$ cat src/rtl/lcd_reader.sv
`default_nettype none
// +--------------------------------------------------------------------------+
// | lcd_reader: HD44780 4-bit mode read controller (BF/AC or data byte),     |
// | with optional busy-flag polling until BF clears or a poll limit is hit.  |
// | Revision: 1.0                                                            |
// +--------------------------------------------------------------------------+
module lcd_reader #(
  parameter int SETUP_CYC   = 4,
  parameter int EN_HIGH_CYC = 800,
  parameter int EN_LOW_CYC  = 800,
  parameter int MAX_POLLS   = 255
) (
  input  logic       clk,
  input  logic       rst_n,
  input  logic       req,
  input  logic       rs_sel,
  input  logic       poll,
  output logic       busy,
  output logic       done,
  output logic       timeout,
  output logic [7:0] rd_data,
  output logic       lcd_rs,
  output logic       lcd_rw,
  output logic       lcd_en,
  input  logic [3:0] lcd_d_in
);

  localparam int c_MAX_CYC =
    (SETUP_CYC > EN_HIGH_CYC) ? ((SETUP_CYC > EN_LOW_CYC) ? SETUP_CYC : EN_LOW_CYC)
                              : ((EN_HIGH_CYC > EN_LOW_CYC) ? EN_HIGH_CYC : EN_LOW_CYC);
  localparam int c_PH_W = $clog2(c_MAX_CYC) + 1;

  localparam logic [c_PH_W-1:0] c_SETUP_LD = c_PH_W'(SETUP_CYC - 1);
  localparam logic [c_PH_W-1:0] c_HIGH_LD  = c_PH_W'(EN_HIGH_CYC - 1);
  localparam logic [c_PH_W-1:0] c_LOW_LD   = c_PH_W'(EN_LOW_CYC - 1);
  localparam logic [c_PH_W-1:0] c_PH_ONE   = c_PH_W'(1);
  localparam logic [16:0]       c_MAX_P    = 17'(MAX_POLLS);

  typedef enum logic [2:0] {
    S_IDLE   = 3'd0,
    S_SETUP  = 3'd1,
    S_HI_EN  = 3'd2,
    S_HI_GAP = 3'd3,
    S_LO_EN  = 3'd4,
    S_LO_GAP = 3'd5,
    S_FINISH = 3'd6
  } state_t;

  state_t              r_state;
  logic [c_PH_W-1:0]   r_phase;
  logic [15:0]         r_polls;
  logic                r_poll;

  logic [16:0] w_reads;
  logic        w_phase_end;
  logic        w_bf_limit_ok;
  logic        w_again;
  logic        w_tmo;

  // Read-count including the one finishing now; BF comes from the high nibble.
  assign w_reads       = {1'b0, r_polls} + 17'd1;
  assign w_phase_end   = (r_phase == '0);
  assign w_bf_limit_ok = (w_reads < c_MAX_P);
  assign w_again       = r_poll & rd_data[7] & w_bf_limit_ok;
  assign w_tmo         = r_poll & rd_data[7] & ~w_bf_limit_ok;

  always_ff @(posedge clk) begin
    if (!rst_n) begin
      r_state <= S_IDLE;
      r_phase <= '0;
      r_polls <= '0;
      r_poll  <= 1'b0;
      busy    <= 1'b0;
      done    <= 1'b0;
      timeout <= 1'b0;
      rd_data <= 8'h00;
      lcd_rs  <= 1'b0;
      lcd_rw  <= 1'b0;
      lcd_en  <= 1'b0;
    end else begin
      done    <= 1'b0;
      timeout <= 1'b0;
      case (r_state)
        S_IDLE: begin
          if (req) begin
            r_poll  <= poll;
            r_polls <= '0;
            busy    <= 1'b1;
            lcd_rw  <= 1'b1;
            lcd_rs  <= poll ? 1'b0 : rs_sel;
            r_phase <= c_SETUP_LD;
            r_state <= S_SETUP;
          end
        end
        S_SETUP: begin
          if (w_phase_end) begin
            lcd_en  <= 1'b1;
            r_phase <= c_HIGH_LD;
            r_state <= S_HI_EN;
          end else begin
            r_phase <= r_phase - c_PH_ONE;
          end
        end
        S_HI_EN: begin
          if (w_phase_end) begin
            rd_data[7:4] <= lcd_d_in;
            lcd_en       <= 1'b0;
            r_phase      <= c_LOW_LD;
            r_state      <= S_HI_GAP;
          end else begin
            r_phase <= r_phase - c_PH_ONE;
          end
        end
        S_HI_GAP: begin
          if (w_phase_end) begin
            lcd_en  <= 1'b1;
            r_phase <= c_HIGH_LD;
            r_state <= S_LO_EN;
          end else begin
            r_phase <= r_phase - c_PH_ONE;
          end
        end
        S_LO_EN: begin
          if (w_phase_end) begin
            rd_data[3:0] <= lcd_d_in;
            lcd_en       <= 1'b0;
            r_phase      <= c_LOW_LD;
            r_state      <= S_LO_GAP;
          end else begin
            r_phase <= r_phase - c_PH_ONE;
          end
        end
        S_LO_GAP: begin
          if (w_phase_end) begin
            r_polls <= w_reads[15:0];
            // A repeat poll re-strobes directly: RS/RW are already set up,
            // so each extra iteration costs exactly one nibble pair.
            if (w_again) begin
              lcd_en  <= 1'b1;
              r_phase <= c_HIGH_LD;
              r_state <= S_HI_EN;
            end else begin
              done    <= 1'b1;
              timeout <= w_tmo;
              busy    <= 1'b0;
              lcd_rw  <= 1'b0;
              lcd_rs  <= 1'b0;
              r_phase <= '0;
              r_state <= S_FINISH;
            end
          end else begin
            r_phase <= r_phase - c_PH_ONE;
          end
        end
        S_FINISH: begin
          r_state <= S_IDLE;
        end
        default: begin
          r_state <= S_IDLE;
        end
      endcase
    end
  end

endmodule
`default_nettype wire

$ cat config.mk
export PLATFORM = sky130hd
export DESIGN_NAME = lcd_reader
export DESIGN_NICKNAME = d
export VERILOG_FILES = /design/src/rtl/lcd_reader.sv
export SDC_FILE = /design/constraint.sdc
export NUM_CORES = 1
export LEC_CHECK = 0
export CAP_MARGIN = 20
export CORE_ASPECT_RATIO = 2
export CORE_MARGIN = 1
export CORE_UTILIZATION = 44
export DETAILED_ROUTE_END_ITERATION = 7
export PLACE_DENSITY = 0.66
export SYNTH_ARGS = -nofsm -noshare
export SYNTH_HDL_FRONTEND = slang
export SYNTH_SLANG_ARGS = --single-unit
$ cat constraint.sdc
create_clock -name clk -period 2.2 [get_ports clk]
set_input_delay 0.22 -clock clk [delete_from_list [all_inputs] [get_ports clk]]
set_output_delay 0.22 -clock clk [all_outputs]
set_load 0.05 [all_outputs]
Word-level counts from Yosys, hierarchy flattened

Index checks and enable logic that the tools add are counted.
W data, S select, Z words.

Register bits: 44
Output and inout bits: 14
Bits of input ports: 9
Logic and storage cells: 83

Multiplexer cells: 29
Magnitude comparators: 1
Bitwise gates (word level): 7
Eq/ne operators: 15
$add $sub $neg: 2
Reduce and logical (&&, ||, !) cells: 18

Operator list:

| kind                    | number |
|---|---|
| $mux W11                | 3 |
| $pmux W11 S3            | 1 |
| $mux W16                | 2 |
| $pmux W16 S2            | 1 |
| $mux W3                 | 7 |
| $pmux W3 S6             | 1 |
| $add A16 B1 Y17 const B | 1 |
| $lt A17 B8 Y1 const B   | 1 |
| $ne A2 B2 Y1 const B    | 8 |
| $logic_not A11 Y1       | 1 |
| $sub A11 B1 Y11 const B | 1 |
| $mux W1                 | 10 |
| $mux W10                | 1 |
| $reduce_and A2 Y1       | 4 |
| $reduce_or A4 Y1        | 2 |
| $eq A3 B2 Y1 const B    | 2 |
| $eq A3 B3 Y1 const B    | 2 |
| $reduce_and A3 Y1       | 2 |
| $reduce_and A6 Y1       | 1 |
| $reduce_bool A3 Y1      | 2 |
| $reduce_and A5 Y1       | 1 |
| $ne A2 B1 Y1 const B    | 2 |
| $not A1 Y1              | 4 |
| $pmux W1 S2             | 2 |
| 7 further kinds         | 10 |

Logic depth before layout (Yosys ltp)

Depth in word-level cells: 6
Gate-level depth with buffers: 10
Mapped depth without buffers: 9

Worst setup path after synthesis

No wires, ideal clock.

Path type: register to register
Start point: register r_polls[0]
End point: register r_phase[1]
Cell stages (with the launch flop): 10
Setup slack: 0.068 ns
Period minus slack after synthesis: 2.132 ns
Arrival time: 2.073 ns
Library setup time: 0.059 ns
Cell sequence: dfxtp_1 -> ha_1 -> nand3_2 -> o21ai_0 -> o21ai_1 -> or3_1 -> or2_1 -> buf_6 -> a31oi_4 -> a22o_1

Cells in the longest elaborated chain, start to end: 6

Ends and longest elaborated chain:

| item                     | RTL line | source |
|---|---|---|
| start: declaration       | 51       | `logic [15:0] r_polls;` |
| start signal: assignment | 135      | `r_polls <= w_reads[15:0];` |
| $add A16 B1 Y17          | 61       | `assign w_reads = {1'b0, r_polls} + 17'd1;` |
| $lt A17 B8 Y1            | 63       | `assign w_bf_limit_ok = (w_reads < c_MAX_P);` |
| $and A1 B1 Y1            | 64       | `assign w_again = r_poll & rd_data[7] & w_bf_limit_ok;` |
| $mux W10                 | 138      | `if (w_again) begin` |
| $mux W11                 | 134      | `if (w_phase_end) begin` |
| $pmux W11 S3             | 83       | `case (r_state)` |
| end signal: assignment   | 91       | `r_phase <= c_SETUP_LD;` |
| end signal: assignment   | 130      | `r_phase <= r_phase - c_PH_ONE;` |
| end signal: assignment   | 140      | `r_phase <= c_HIGH_LD;` |
| end: declaration         | 50       | `logic [c_PH_W-1:0] r_phase;` |

No other way between the ends.
A chain may end at the register's enable or synchronous reset.

Final worst setup path

Start point: register r_polls[0]
End point: register lcd_rs

Cells in the longest elaborated chain, start to end: 5

Ends and longest elaborated chain:

| item                        | RTL line | source |
|---|---|---|
| $add A16 B1 Y17             | 61       |  |
| $lt A17 B8 Y1               | 63       |  |
| $and A1 B1 Y1               | 64       |  |
| $ne A2 B2 Y1 (no line)      | n/a      |  |
| $reduce_and A4 Y1 (no line) | n/a      |  |
| end signal: assignment      | 90       | `lcd_rs <= poll ? 1'b0 : rs_sel;` |
| end: declaration            | 22       | `output logic lcd_rs,` |

No other way between the ends.

==> out/metrics.csv <==
metric,value,unit
synthTopCellsByCount,"dfxtp_1, nand2_1, o21ai_0",
post-route-period-util,95.7,%
crit_start,r_polls[0],
yosys.area_share.xor_xnor,1.05,%
num_io_pins,23,
fillers,526,
tightestPinTransition,0.639,ns
yosysTopAreaCell,dfxtp_1,
crit_path_start_kind,register,
reg2reg_slack,0.1,ns
fp.dieArea,5990,sq um
ir_drop,0.000823,V
powerDensity,830,nW/um^2
wl_per_cell,15.7,um
synth_top_family_by_area,simple AND/OR/NAND/NOR gates,
dp.final_hpwl,4890,um
cp.required,2.45,ns
r2r-end,lcd_rs,
use_met2,42.2,%
outcome,"finished, final reports clean",
postPlaceCellArea,2990,sq um
synth.distinct_cells,57,
drt_pass1_iterations,4,
fmax,0.475,GHz
hold_violations,0,
yosys.area_share.simple,32.8,%
final_cell_area,3190,sq um
numPlacedInstances,412,
p_leak,1.24,nW
cts_tree,built,
clock_latency,0.30,ns
maxCapViolCount,0,
grt_pass1_vias,2377,
fin_skew,0.00983,ns
drtIter0Drc,96,
worstHoldPathType,reg -> reg,
yosys.cell_count.top_type,dfxtp_1,
arrival,2.36,ns
routed_via_density,5.70,
fin_util,58.8,%
finalCriticalPeriod,2.10,ns
netlist_area,2490,sq um
whs_path_depth,2,
die_h,108,um
synth-main-ff-cell,dfxtp_1,
synth_top_area_share,35.3,%
ys_seq_area_share,35.3,%
grt_antenna_before_repair,0,
drive_above_1_share,22.6,%
area_growth,27.7,%
slew_headroom,57.0,%
synth_compound_area_share,20.2,%
synthArstFlopShare,0,%
drc,0,
routed-via-count,2413,
synth_edf_count,0,
grt_usage,22.4,%
io_buffers,22,
htreeDepth,2,
setup_viol,0,
holdPathEnd,r_phase[10],
grt_first_pass_wirelength,10600,um
grt_use_met3,3.35,%
final_nets,373,
synth_mux_area_share,4.42,%
path_clk_slew,0.09,ns
ys_ff_latch,44,
place_ws,-0.0997,ns
cts-buffers-inserted,5,
yosys-top-cells-area,"dfxtp_1, o21ai_0, nand2_1",
finalNonFillerCells,423,
rows,38,
postSynthCellCount,310,
cts_sinks,44,
gp_congestion,0.904,
synth-adder-area-share,1.00,%
yosys_warnings,0,
start_util,46.0,%
grt_max_degree,40,
p_total,2.64,mW
min-delay-start,r_phase[10],
cts_root_buf,clkbuf_8,
path_class,reg -> reg,
coreArea,5420,sq um
top_usage_layer,met2,
critPathCaptureType,register,
avgSynthCellArea,8.04,sq um
reg2regPathDepth,8,
drtAntennaViolNets,0,
hold_ws,0.465,ns
clock_path_buffers,2,
die_w,55.2,um
wl,6620,um
fin_setup_tns,0,ns
grt_remaining_overflow,0,
fin_ws,0.0950,ns
critPathMaxFanout,6,
maxSlewViolCount,0,
rr_startpoint,r_polls[0],
use_met1,22.0,%
synth_fp_nets,321,
n_antenna_cell,0,
[sequential cells by signal, summed over array words and instances (netlist names)]
signal   cells
r_polls     16
r_poll       1
lcd_rs       1
lcd_rw       1
done         1
timeout      1
r_phase     11
r_state      3
rd_data      8
lcd_en       1
[timing repair]
| action | CTS | global route |
|---|---|---|
| hold buffers | 0 | 0 |
| setup buffers | 0 | 3 |
| pin swaps | 0 | 7 |
| gates cloned | 0 | 0 |
| resized for setup | 3 | 22 |
| endpoints found under the setup margin | 11 | 34 |
[worst max-delay path, stage by stage, from the launching register on]
cell and delay [ns]:
dfxtp_4 0.36, ha_2 0.28, nor2b_1 0.14, o2111ai_1 0.19, o21ai_1 0.12, or3_4 0.35, or2_4 0.31, a31oi_4 0.19
o21a_1 0.14
[report_power, final]
part           switching, mW  total [mW]  internal (mW)
clock                  0.286       0.541          0.256
sequential             0.127        1.01          0.887
combinational          0.622        1.09          0.467
[worst max path at each step]
stage | to | slack (ns)
floorplan | r_phase[1] | 0.07
global placement | r_polls[15] | -0.12
detailed placement | r_phase[0] | -0.1
CTS | r_phase[8] | 0.003
global route | r_polls[14] | -0.04
finish | lcd_rs | 0.1
[kinds of logic after synthesis]
family                     Yosys count
and+or+nand+nor                    144
xor gates and xnor gates             3
muxes                               11
AOI/OAI and AO/OA                   78
buffers and inverters               28
DFF                                 44
adders and majority gates            2
[cell usage in the layout (no fill, tap or decap), types with 4 or more instances in the layout]
cell type	Yosys	layout
a21boi_0	5	5
a21oi_1	11	11
a31oi_1	6	5
and2_1	10	10
and3_1	4	4
buf_4	2	41
clkbuf_8	0	6
clkdlybuf4s50_1	0	22
dfxtp_1	44	38
dfxtp_2	0	5
inv_1	9	9
mux2i_1	11	11
nand2_1	36	35
nand3_1	14	12
nand4_1	4	4
nor2_1	16	14
nor2b_1	21	21
nor3_1	12	12
o211ai_1	4	4
o21ai_0	30	28
[final cells by class]
type / instances / area (sq um) / share of cell area [%]
clock buffer: 7 / 86.3 / 2.71
multi-input combinational: 238 / 1550 / 48.7
timing repair buffer: 64 / 539 / 16.9
inverter: 9 / 33.8 / 1.06
tap: 60 / 75.1 / 2.36
sequential: 44 / 891 / 28.0
clock inverter: 1 / 7.51 / 0.236
[layer usage]
layer	wire, um	up-vias
li1	-	1213
met1	2510	1139
met2	3710	42
met3	133	19
met4	273	0
met5	0	-
Power figures use the tool's default switching activity.
